`config.mk`:
```
export PLATFORM = sky130hd
export DESIGN_NAME = seg_scan_ctrl_flat
export DESIGN_NICKNAME = d
export VERILOG_FILES = /design/src/rtl/seg_scan_ctrl_if.sv /design/src/rtl/seg_scan_ctrl.sv /design/src/flat_wrapper.sv
export SDC_FILE = /design/constraint.sdc
export NUM_CORES = 1
export LEC_CHECK = 0
export ABC_AREA = 1
export BUFFER_PORTS_ARGS = -buffer_cell sky130_fd_sc_hd__buf_4
export CORE_MARGIN = 4
export CORE_UTILIZATION = 30
export CTS_CLUSTER_DIAMETER = 100
export DETAILED_ROUTE_END_ITERATION = 16
export SLEW_MARGIN = 20
export SYNTH_ARGS = -nofsm -noshare
export SYNTH_HDL_FRONTEND = slang
export SYNTH_SLANG_ARGS = --single-unit
```
`constraint.sdc`:
```
create_clock -name clk -period 2.5 [get_ports clk]
set_input_delay 0.5 -clock clk [delete_from_list [all_inputs] [get_ports clk]]
set_output_delay 0.5 -clock clk [all_outputs]
set_load 0.1 [all_outputs]
```
`src/rtl/seg_scan_ctrl_if.sv`:
```
// Bus bundle for seg_scan_ctrl: display data and update handshake in,
// scan select, anode/cathode drive and frame pulse out.
interface seg_scan_ctrl_if;
  logic [31:0] data;
  logic [7:0]  digit_en;
  logic        upd_req;
  logic        upd_ack;
  logic [2:0]  sel;
  logic [7:0]  an;
  logic [6:0]  seg;
  logic        frame_tick;

  modport master (
    output data, digit_en, upd_req,
    input  upd_ack, sel, an, seg, frame_tick
  );

  modport slave (
    input  data, digit_en, upd_req,
    output upd_ack, sel, an, seg, frame_tick
  );
endinterface

```
`src/rtl/seg_scan_ctrl.sv`:
```
// seg_scan_ctrl: 8-digit seven-segment scan controller with frame-aligned data update.
// Define SCAN_DEADTIME_EN to blank the first DEAD_CYC cycles of every slot (anti-ghosting).
module seg_scan_ctrl #(
  parameter int unsigned PRESCALE = 100000,
  parameter int unsigned DEAD_CYC = 1000
) (
  input logic            clk,
  input logic            rst,
  seg_scan_ctrl_if.slave bus
);
  localparam int unsigned CW = (PRESCALE > 2) ? $clog2(PRESCALE) : 1;

  if (PRESCALE < 2) begin : g_bad_prescale
    $error("seg_scan_ctrl: PRESCALE must be >= 2");
  end
  if (DEAD_CYC >= PRESCALE) begin : g_bad_dead
    $error("seg_scan_ctrl: DEAD_CYC must be < PRESCALE");
  end

  logic [CW-1:0] cnt, cnt_next;
  logic [2:0]    sel_q, sel_next;
  logic [31:0]   shadow, shadow_next;
  logic [7:0]    an_q, an_next;
  logic [6:0]    seg_q, seg_next;
  logic          ack_q, tick_q;
  logic          terminal, boundary, blank_next;

  function automatic logic [6:0] hex_to_seg(input logic [3:0] nib);
    case (nib)
      4'h0: return 7'h40;
      4'h1: return 7'h79;
      4'h2: return 7'h24;
      4'h3: return 7'h30;
      4'h4: return 7'h19;
      4'h5: return 7'h12;
      4'h6: return 7'h02;
      4'h7: return 7'h78;
      4'h8: return 7'h00;
      4'h9: return 7'h10;
      4'hA: return 7'h08;
      4'hB: return 7'h03;
      4'hC: return 7'h46;
      4'hD: return 7'h21;
      4'hE: return 7'h06;
      default: return 7'h0E;
    endcase
  endfunction

  always_comb begin
    terminal    = (cnt == CW'(PRESCALE - 1));
    boundary    = terminal && (sel_q == 3'd7);
    cnt_next    = terminal ? '0 : cnt + 1'b1;
    sel_next    = terminal ? sel_q + 3'd1 : sel_q;
    shadow_next = (boundary && bus.upd_req) ? bus.data : shadow;
  end

`ifdef SCAN_DEADTIME_EN
  typedef enum logic {SCAN, DEAD} state_t;
  state_t state, state_next;

  always_ff @(posedge clk or posedge rst) begin
    if (rst) state <= DEAD;
    else     state <= state_next;
  end

  // State tracks the upcoming cnt value so the blanking lines up with the registered an/seg.
  always_comb begin
    state_next = state;
    if (terminal)
      state_next = (DEAD_CYC == 0) ? SCAN : DEAD;
    else if (state == DEAD && cnt_next == CW'(DEAD_CYC))
      state_next = SCAN;
    blank_next = (state_next == DEAD);
  end
`else
  always_comb blank_next = 1'b0;
`endif

  // an/seg are computed from next-cycle sel/shadow so they switch on the same edge as sel.
  always_comb begin
    an_next  = '1;
    seg_next = '1;
    if (!blank_next && bus.digit_en[sel_next]) begin
      an_next  = ~(8'd1 << sel_next);
      seg_next = hex_to_seg(shadow_next[{sel_next, 2'b00} +: 4]);
    end
  end

  always_ff @(posedge clk or posedge rst) begin
    if (rst) begin
      cnt    <= '0;
      sel_q  <= '0;
      shadow <= '0;
      an_q   <= '1;
      seg_q  <= '1;
      ack_q  <= 1'b0;
      tick_q <= 1'b0;
    end else begin
      cnt    <= cnt_next;
      sel_q  <= sel_next;
      shadow <= shadow_next;
      an_q   <= an_next;
      seg_q  <= seg_next;
      ack_q  <= boundary && bus.upd_req;
      tick_q <= boundary;
    end
  end

  assign bus.sel        = sel_q;
  assign bus.an         = an_q;
  assign bus.seg        = seg_q;
  assign bus.upd_ack    = ack_q;
  assign bus.frame_tick = tick_q;
endmodule
```
`src/flat_wrapper.sv`:
```
// flat-port wrapper written by rule: the top's interface ports become plain ports
module seg_scan_ctrl_flat 
#(
  parameter int unsigned PRESCALE = 100000,
  parameter int unsigned DEAD_CYC = 1000
)
  (clk, rst, bus_data, bus_digit_en, bus_upd_req, bus_upd_ack, bus_sel, bus_an, bus_seg, bus_frame_tick);
  seg_scan_ctrl_if bus_i ();
  input logic clk;
  input logic rst;
  input wire logic [$bits(bus_i.data)-1:0] bus_data;
  input wire logic [$bits(bus_i.digit_en)-1:0] bus_digit_en;
  input wire logic [$bits(bus_i.upd_req)-1:0] bus_upd_req;
  output wire logic [$bits(bus_i.upd_ack)-1:0] bus_upd_ack;
  output wire logic [$bits(bus_i.sel)-1:0] bus_sel;
  output wire logic [$bits(bus_i.an)-1:0] bus_an;
  output wire logic [$bits(bus_i.seg)-1:0] bus_seg;
  output wire logic [$bits(bus_i.frame_tick)-1:0] bus_frame_tick;
  assign bus_i.data = bus_data;
  assign bus_i.digit_en = bus_digit_en;
  assign bus_i.upd_req = bus_upd_req;
  assign bus_upd_ack = bus_i.upd_ack;
  assign bus_sel = bus_i.sel;
  assign bus_an = bus_i.an;
  assign bus_seg = bus_i.seg;
  assign bus_frame_tick = bus_i.frame_tick;
  seg_scan_ctrl #(.PRESCALE(PRESCALE), .DEAD_CYC(DEAD_CYC)) u_core (.clk(clk), .rst(rst), .bus(bus_i));
endmodule
```
==> impl_metrics.tcl, run 1 <==
set metrics [dict create \
    start_kind "flip-flop" \
    drtAntennaViolNets 0 \
    fin_nets 675 \
    critPathKind "flip-flop to flip-flop" \
    fp.dieW_um 118.8 \
    synth-seq-cells 69 \
    clk_pin_slew_ns 0.05 \
    ios 63 \
    core_area_sq_mm 0.01201 \
    cts_tree "yes" \
    status "finished, violations left" \
    drive_gt1_frac 0.4809 \
    start_util 0.3067 \
    grtUsageMet3 0.03704 \
    slowest_delay_ns 0.40 \
    tightest_slew_ns 0.5064 \
    grt_usage 0.1522 \
    crit_required_ns 2.76 \
    place_inst 727 \
    timing.fmax_mhz 387.6 \
    top_usage_layer "met2" \
    violations "setup timing" \
    crit_path_end_kind "flip-flop" \
    hold_violations 0 \
    slowest_stage "dfrtp_1" \
    grt_max_degree 40 \
    rows 40 \
    cts_buffers 9 \
    nFillCells 1096 \
    area_growth_syn_to_layout_pct 56.35 \
    setup_ws_ns -0.07987 \
    rsz0062_at_grt "yes" \
    holdBufCountCts 0 \
    finalClockSkew_ns 0.008484 \
    clockRootBuffer "clkbuf_16" \
    finalPower_mw 2.636 \
    ir_drop_uv 244.4 \
    syn_nets 531 \
    ys.flop_type "dfrtp_1" \
    antenna_found_initial 0 \
    p_leak_nw 2.884 \
    cp.arrival_ns 2.84 \
    cts_sinks 69 \
    hp-class "primary input to async pin" \
    port_buffers 62 \
    fin_cells 775 \
    ys_async_sr_fraction 1.000 \
    seq_area_frac_synth 0.4738 \
    die_area_sq_mm 0.01412 \
    relSlewSlack 0.6619 \
    cp_common_cell "nand2_1" \
    synth_edf_count 0 \
    grt_overflow 0 \
    drv_cap 0 \
    cts_max_level 3 \
    slew_viol_final 0 \
    critical_path_peak_fanout 5 \
    gp_congestion 0.8771 \
    pre_cts_ws_ns -0.1310 \
    grt_pass1_vias 3601 \
    drt_iter0_drc 219 \
    vias_per_cell 4.770 \
    n_antenna_cell 0 \
    setup_viol 6 \
    met1_usage 0.1996 \
    grt_pass1_wl_um 17060 \
    synth_cell_type_count 35 \
    crit_chain "ha_4, nand3_4, buf_6, nor2_4, nand4_1, buf_6, inv_6, buf_12, nand2_1, nand2_2, nand2_1, nand2_1, nor2_1, nand2_1, nand2_4, buf_6, ha_4, inv_1, nand2_2, nand3_2, nand3_1" \
    post-dp-hpwl_um 7639 \
    power_density_mw_per_mm2 457.8 \
    yosysWarnings 0 \
    clock_latency_ns 0.34 \
    use_met2 0.2472 \
    wl_per_cell_um 14.62 \
    syn_area_per_cell_sq_um 7.690 \
    finalWirelength_um 11330 \
    clockBufferDepth 2 \
    syn-instance-count 479 \
    min_period_ns 2.580 \
    first_pass_iters 5 \
    min_period_over_period 1.032 \
    drc 0 \
    vias 3697 \
    die_y_um 118.8 \
    syn_area_sq_mm 0.003684 \
]
==> per-layer routing <==
| metal | share of wire | vias to the layer above |
|---|---|---|
| li1 | - | 1801 |
| met1 | 0.44 | 1788 |
| met2 | 0.50 | 99 |
| met3 | 0.051 | 9 |
| met4 | 0.011 | 0 |
| met5 | 0 | - |
==> timing repair <==
item / CTS / global route
pin swaps: 3 / 53
endpoints found under the hold margin: 0 / 0
cloned: 0 / 5
setup endpoints to repair: 11 / 13
resized for setup: 10 / 118
buffers inserted: 6 / 23
==> flip-flops by register name (all words and copies together) (netlist names) <==
| name | flops |
|---|---|
| u_core.shadow | 32 |
| u_core.bus.an | 8 |
| u_core.bus.upd_ack | 1 |
| u_core.bus.sel | 3 |
| u_core.cnt | 17 |
| u_core.bus.seg | 7 |
| u_core.bus.frame_tick | 1 |
==> power breakdown <==
part           total (mW)  internal, mW  switching (mW)
clock network        1.35         0.868           0.478
logic               0.158        0.0600          0.0975
registers            1.13          1.13         0.00233
total                2.64          2.06           0.578
==> placed cells by master, fill, tap and decap left out, types with 2 or more instances in the layout <==
| cell type | count |
|---|---|
| nor2_4 | 14 |
| nor2_1 | 32 |
| inv_2 | 13 |
| o22ai_1 | 2 |
| ha_1 | 3 |
| nand2_2 | 38 |
| nand2_4 | 11 |
| a31oi_1 | 2 |
| ha_4 | 5 |
| buf_4 | 129 |
| clkinv_2 | 3 |
| nand2_1 | 134 |
| nand4_1 | 12 |
| buf_12 | 4 |
| o21ai_0 | 7 |
| o21ai_2 | 5 |
| inv_1 | 40 |
| dfstp_2 | 15 |
| bufinv_16 | 2 |
| nand3_2 | 12 |
| clkbuf_1 | 2 |
| nand3_4 | 4 |
| nand3_1 | 27 |
| xor2_1 | 3 |
| nor2_2 | 11 |
| buf_6 | 6 |
| a211oi_1 | 2 |
| a21oi_1 | 2 |
| dfrtp_2 | 4 |
| clkbuf_16 | 12 |
| dfrtp_1 | 50 |
| a21oi_2 | 7 |
==> cells by family (layout without fill, tap and decap cells) <==
family                     Yosys count  count (layout)  share of synthesized area
AOI/OAI and AO/OA                   31              31                    0.04925
buffers and inverters               66             214                    0.07405
adders and majority gates            9               9                    0.03057
and+or+nand+nor                    301             302                     0.3651
DFF                                 69              69                     0.4738
xor gates and xnor gates             3               3                   0.007134
==> area by class of cell <==
type | instances | area [sq um] | share of cell area
multi-input cells | 345 | 2097 | 0.3641
well taps | 147 | 183.9 | 0.03194
flip-flops and latches | 69 | 1750 | 0.3039
clock inverters | 5 | 75.07 | 0.01303
inverters | 55 | 214.0 | 0.03715
clock buffers | 11 | 232.7 | 0.04041
repair buffers | 143 | 1206 | 0.2094
==> through the flow <==
stage | utilization | setup TNS (ns) | instance area, sq um | hold WS, ns
global route | 0.4795 | -1.340 | 5759 | 0.2489
floorplan | - | 0 | 3715 | 0.4310
finish | 0.4795 | -0.3141 | 5759 | 0.2012
CTS | 0.4239 | 0 | 5091 | 0.2264
global placement | 0.3916 | -0.4542 | 4703 | 0.4590
detailed placement | 0.3916 | -0.6871 | 4703 | 0.4599
==> Yosys cell counts, types with 3 or more instances <==
| cell type | count | share of area |
|---|---|---|
| nand2_1 | 170 | 0.17 |
| dfrtp_1 | 54 | 0.37 |
| inv_1 | 49 | 0.050 |
| nor2_1 | 48 | 0.049 |
| nand3_1 | 40 | 0.054 |
| dfstp_2 | 15 | 0.11 |
| nand4_1 | 12 | 0.020 |
| o21ai_0 | 10 | 0.014 |
| a21oi_1 | 9 | 0.012 |
| ha_1 | 9 | 0.031 |
| nand2_2 | 8 | 0.014 |
| inv_2 | 6 | 0.0061 |
| buf_2 | 5 | 0.0068 |
| nor2_4 | 5 | 0.015 |
| nand2_4 | 4 | 0.012 |
| nor2_2 | 4 | 0.0068 |
| clkbuf_1 | 3 | 0.0031 |
| nand3_2 | 3 | 0.0082 |
| xor2_1 | 3 | 0.0071 |
==> worst max-delay path, delay by kind of cell, from the launching register on <==
kind          cells  cell delay [ns]
flops             1             0.40
simple gates     13             1.05
fa+ha+maj         2             0.34
buf+inv           6             0.71
==> worst paths after layout <==
kind / start / end / slack (ns) / depth (start not counted)
min in group clk: bus_data[19] / u_core.shadow[19] / 0.38 / 3
worst min-delay path: rst / u_core.cnt[5] / 0.20 / 2
max in group asynchronous: rst / u_core.bus.seg[5] / 1.66 / 3
worst min register to register: u_core.shadow[14] / u_core.shadow[14] / 0.47 / 2
worst max-delay path: u_core.cnt[1] / u_core.bus.seg[0] / -0.08 / 21
worst max register to register: u_core.cnt[1] / u_core.bus.seg[0] / -0.08 / 21
No activity file was read; power rests on OpenSTA's default activity.
==> run 2, diff against run 1 <==
Settings changed: CORE_ASPECT_RATIO set to 0.7, CTS_BUF_LIST set to sky130_fd_sc_hd__clkbuf_8 sky130_fd_sc_hd__clkbuf_16.
==> run 2 against run 1 <==
Flip-flop and latch count did not move. Via count fell by 2.3%. The flow now finishes without violations. Total power up 1.2%.
==> impl_metrics.tcl, run 2 (synthesis gave the netlist of run 1 again) <==
set metrics [dict create \
    grt_usage 0.1534 \
    p_sw_mw 0.6122 \
    post-route-cell-area_sq_mm 0.005622 \
    final_common_cell "nand2_1" \
    vias 3611 \
    vias_per_cell 4.635 \
    seq_power_share 0.424 \
    holdBufCountCts 0 \
    clockRootBuffer "clkbuf_16" \
    first_pass_iters 4 \
    drv_cap 0 \
    cts_sinks 69 \
    start_kind "flip-flop" \
    start_util 0.3108 \
    power.internal_mw 2.055 \
    crit_path_end_kind "flip-flop" \
    largest_register_ffs 32 \
    die_y_um 100.7 \
    clock_latency_ns 0.34 \
    slowest_stage "dfrtp_2" \
    rsz0062_at_grt "yes" \
    grt_max_degree 70 \
    fin_util 0.4744 \
    crit_required_ns 2.78 \
    ios 63 \
    rows 33 \
    drtAntennaViolNets 0 \
    fp.dieW_um 140.4 \
    antenna_found_initial 0 \
    clockBufferDepth 2 \
    finalClockSkew_ns 0.007880 \
    min_period_ns 2.484 \
    post-dp-hpwl_um 7568 \
    pre_cts_ws_ns -0.1869 \
    cp.arrival_ns 2.77 \
    ir_drop_uv 324.4 \
    crit_chain "inv_2, nand2_1, nor2_2, nand2_1, nor2_1, nand4_1, buf_6, clkbuf_16, o21ai_2, nand2_1, nand2_1, nor2_2, nor2_4, ha_4, nand3_2, nor2_1, nor2_1, nand2_1" \
    mostFrequentLayoutCells "nand2_1 (143), buf_4 (129), dfrtp_1 (49)" \
    grt_pass1_vias 3475 \
    wl_per_cell_um 14.34 \
    area_growth_syn_to_layout_pct 52.62 \
    nFillCells 1130 \
    die_area_sq_mm 0.01414 \
    critical_path_peak_fanout 7 \
    dpl_cell_area_sq_mm 0.004668 \
    min_period_over_period 0.9934 \
    critPathKind "flip-flop to flip-flop" \
    largest_register "u_core.shadow" \
    port_buffers 62 \
    p_leak_nw 2.837 \
    power_switching_share 0.2295 \
    gp_congestion 0.8412 \
    hp-class "primary input to async pin" \
    drc 0 \
    clkPwrFrac 0.517 \
    slowest_delay_ns 0.44 \
    drt_iter0_drc 183 \
    fin_nets 669 \
    combPwrFrac 0.058 \
    setup_ws_ns 0.01646 \
    timing.fmax_mhz 402.7 \
    power_density_mw_per_mm2 474.5 \
    grt_pass1_wl_um 17200 \
    n_antenna_cell 0 \
    relSlewSlack 0.7526 \
    cts_buffers 9 \
    clk_pin_slew_ns 0.06 \
    cts_max_level 3 \
    finalWirelength_um 11170 \
    grt_overflow 0 \
    setup_viol 0 \
    drive_gt1_frac 0.4550 \
    status "completed" \
    cp_common_cell "nand2_1" \
    core_area_sq_mm 0.01185 \
    slew_viol_final 0 \
    tightest_slew_ns 0.3711 \
    cts_tree "yes" \
    hold_violations 0 \
]
==> run 2: cell count changes in the layout (fill, tap and decap cells not counted), moves of 3 or more <==
cell / delta
nor2_2: +3
nand2_1: +9
a21oi_2: -4
clkinv_2: -3
o21ai_2: -3
a21oi_1: +4
nand2_2: -10
==> run 2: area by class of cell <==
type / instances / area (sq um) / share of cell area
multi-input cells: 345 / 2043 / 0.3635
clock inverters: 5 / 62.56 / 0.01113
repair buffers: 137 / 1090 / 0.1939
clock buffers: 11 / 264.0 / 0.04696
well taps: 157 / 196.4 / 0.03494
flip-flops and latches: 69 / 1752 / 0.3116
inverters: 55 / 214.0 / 0.03806
==> run 2: repair_timing <==
action	in CTS	in global routing
endpoints found under the setup margin	8	12
cloned	1	2
setup buffers	9	19
pin swaps	7	53
gates resized for setup	20	89
endpoints found under the hold margin	0	0
==> run 2: routing by layer <==
metal,track usage,wire [um],up-vias
li1,-,-,1787
met1,0.2175,5264,1706
met2,0.2272,4988,107
met3,0.04742,771,11
met4,0.04170,143,0
met5,0,0,-
==> run 2: worst paths after layout <==
| check | from | end | slack [ns] | cells past startpoint |
|---|---|---|---|---|
| worst max-delay path | u_core.cnt[8] | u_core.bus.seg[5] | 0.02 | 18 |
| worst min-delay path | rst | u_core.shadow[15] | 0.24 | 3 |
| worst max register to register | u_core.cnt[8] | u_core.bus.seg[5] | 0.02 | 18 |
| worst min register to register | u_core.shadow[30] | u_core.shadow[30] | 0.48 | 2 |
| max in group asynchronous | rst | u_core.bus.an[7] | 1.92 | 3 |
| min in group clk | bus_data[4] | u_core.shadow[4] | 0.39 | 3 |
==> run 2: worst max-delay path, delay by kind of cell, from the launching register on <==
| family | cells | cell delay, ns |
|---|---|---|
| buf+inv | 3 | 0.37 |
| compound gates | 1 | 0.20 |
| fa+ha+maj | 1 | 0.20 |
| flops | 1 | 0.44 |
| simple gates | 13 | 1.20 |
==> run 2: power groups by stage <==
| stage | Sequential [mW] | Combinational, mW | Clock [mW] |
|---|---|---|---|
| floorplan | 1.20 | 0.0306 | 0 |
| global placement | 1.15 | 0.155 | 0 |
| detailed placement | 1.15 | 0.156 | 0 |
| CTS | 1.13 | 0.157 | 1.41 |
| global route | 1.13 | 0.168 | 1.45 |
| finish | 1.13 | 0.156 | 1.38 |
==> run 2: metrics by stage <==
| step | power [mW] | TNS [ns] | hold WS [ns] | cells |
|---|---|---|---|---|
| after floorplan | 1.227 | 0 | 0.4310 | 479 |
| after global placement | 1.306 | -0.07808 | 0.4580 | 734 |
| after detailed placement | 1.307 | -0.8454 | 0.4596 | 734 |
| after CTS | 2.697 | 0 | 0.2563 | 760 |
| after global routing | 2.751 | -0.8321 | 0.2827 | 779 |
| final | 2.667 | 0 | 0.2448 | 779 |
==> run 3, diff against run 2 <==
Clock period 2.5 ns to 2.65 ns, I/O delays scaled along.
==> run 3 against run 2 <==
Routed wire length decreased by 5.8%. Fmax decreased by 4.4%. Via count decreased by 4.7%. Worst hold slack improved by 0.0048 ns. Non-clock buffer count decreased by 32. Total power decreased by 8.0%. First-iteration DRC count increased by 30%. Critical path type unchanged. Largest power group unchanged. Highest routed layer unchanged.
==> impl_metrics.tcl, run 3 (synthesis gave the netlist of run 1 again) <==
set metrics [dict create \
    n_antenna_cell 0 \
    min_period_ns 2.598 \
    seq_area_sq_mm 0.001750 \
    crit_required_ns 2.92 \
    tightest_slew_ns 0.5430 \
    critical_path_peak_fanout 6 \
    clockRootBuffer "clkbuf_16" \
    clock_latency_ns 0.34 \
    fin_nets 638 \
    largest_register "u_core.shadow" \
    cts_sinks 69 \
    cts_tree "yes" \
    cts_max_level 3 \
    rsz0062_at_grt "yes" \
    grtUsageMet3 0.04505 \
    clk_pin_slew_ns 0.06 \
    start_kind "flip-flop" \
    drive_gt1_frac 0.3519 \
    fp.dieW_um 140.4 \
    pre_cts_ws_ns -0.2850 \
    multiInputGateArea_sq_mm 0.001838 \
    ios 63 \
    crit_chain "ha_4, nand3_4, inv_2, nand3_2, nor2_4, nand2_2, nand2_4, nor2_4, buf_4, nand2_1, nand2_1, nor2_2, nor2_4, ha_2, buf_4, nor2_1, nand2_1, nand3_1" \
    top_usage_layer "met2" \
    port_buffers 62 \
    ir_drop_uv 336.3 \
    grt_pass1_vias 3397 \
    slowest_stage "dfrtp_1" \
    first_pass_iters 6 \
    power_density_mw_per_mm2 476.0 \
    mostFrequentLayoutCells "nand2_1 (164), buf_4 (100), dfrtp_1 (50)" \
    grt_max_degree 45 \
    hold_violations 0 \
    rows 33 \
    relSlewSlack 0.6375 \
    timing.fmax_mhz 384.9 \
    core_area_sq_mm 0.01185 \
    finalClockSkew_ns 0.006637 \
    drc 0 \
    met1_usage 0.2021 \
    drv_cap 0 \
    critPathKind "flip-flop to flip-flop" \
    cp.arrival_ns 2.87 \
    holdBufCountCts 0 \
    grt_overflow 0 \
    post-dp-hpwl_um 7652 \
    vias_per_cell 4.602 \
    nFillCells 1165 \
    die_y_um 100.7 \
    wl_per_cell_um 14.06 \
    setup_ws_ns 0.05203 \
    slowest_delay_ns 0.42 \
    grt_pass1_wl_um 16650 \
    drt_iter0_drc 238 \
    crit_path_end_kind "flip-flop" \
    use_met2 0.2313 \
    cts_buffers 9 \
    finalWirelength_um 10520 \
    setup_viol 0 \
    grt_usage 0.1491 \
    finalSetupTns_ns 0 \
    hp-class "primary input to async pin" \
    slew_viol_final 0 \
    clockBufferDepth 2 \
    gp_congestion 0.9262 \
    antenna_found_initial 0 \
    final_common_cell "nand2_1" \
    status "completed" \
    start_util 0.3108 \
    min_period_over_period 0.9804 \
    die_area_sq_mm 0.01414 \
    largest_register_ffs 32 \
    drtAntennaViolNets 0 \
    vias 3442 \
    p_leak_nw 2.641 \
    area_growth_syn_to_layout_pct 39.98 \
]
## run 3: cell types whose count changed in the layout (fill, tap and decap cells not counted), moves of 5 or more
| cell | delta |
|---|---|
| buf_4 | -29 |
| ha_1 | +6 |
| ha_4 | -5 |
| nand2_1 | +21 |
| nand2_2 | -17 |
| nand3_1 | +10 |
| nand3_2 | -10 |
## run 3: repair_timing
item,CTS,global route
resized for setup,7,49
cloned,0,3
setup buffers,2,15
pin swaps,1,13
setup endpoints to repair,7,12
## run 3: worst paths after layout
| check | from | endpoint | slack, ns | depth (start not counted) |
|---|---|---|---|---|
| max in group asynchronous | rst | u_core.bus.an[5] | 1.72 | 3 |
| min in group clk | bus_data[7] | u_core.shadow[7] | 0.43 | 3 |
| hold reg to reg | u_core.shadow[3] | u_core.shadow[3] | 0.47 | 2 |
| setup / recovery | u_core.cnt[0] | u_core.bus.seg[2] | 0.05 | 18 |
| setup reg to reg | u_core.cnt[0] | u_core.bus.seg[2] | 0.05 | 18 |
| hold / removal | rst | u_core.shadow[11] | 0.25 | 2 |
## run 3: per-layer routing
metal | vias up | wire length, um
met5 | - | 0
met4 | 0 | 130
met3 | 13 | 703
met2 | 105 | 4760
met1 | 1594 | 4923
li1 | 1730 | -
## run 3: critical path: cells and delay by family, from the launching register on
kind	cells	cell delay, ns
simple gates	13	1.34
buf+inv	3	0.37
fa+ha+maj	2	0.38
flops	1	0.42
## run 3: report_power, final
part	switching, mW	internal (mW)	leakage [nW]	total, mW
clock network	0.442	0.800	0.156	1.24
registers	0.00181	1.07	0.875	1.07
logic	0.0901	0.0542	1.61	0.144
## run 3: area by class of cell
class,instances,area share
tap,157,0.03810
clock inverter,4,0.008978
timing repair inverter,1,0.001456
inverter,55,0.04125
clock buffer,12,0.05169
timing repair buffer,105,0.1626
sequential,69,0.3395
multi-input combinational,345,0.3565
## run 3: through the flow
stage / util / instance area [sq um] / total power [mW] / hold WS (ns) / instances
final: 0.4351 / 5156 / 2.454 / 0.2496 / 748
after floorplan: - / 3689 / 1.157 / 0.4310 / 479
after detailed placement: 0.3783 / 4483 / 1.232 / 0.4604 / 712
after global routing: 0.4351 / 5156 / 2.541 / 0.3052 / 748
after CTS: 0.4072 / 4826 / 2.482 / 0.2730 / 730
after global placement: 0.3783 / 4483 / 1.231 / 0.4563 / 712
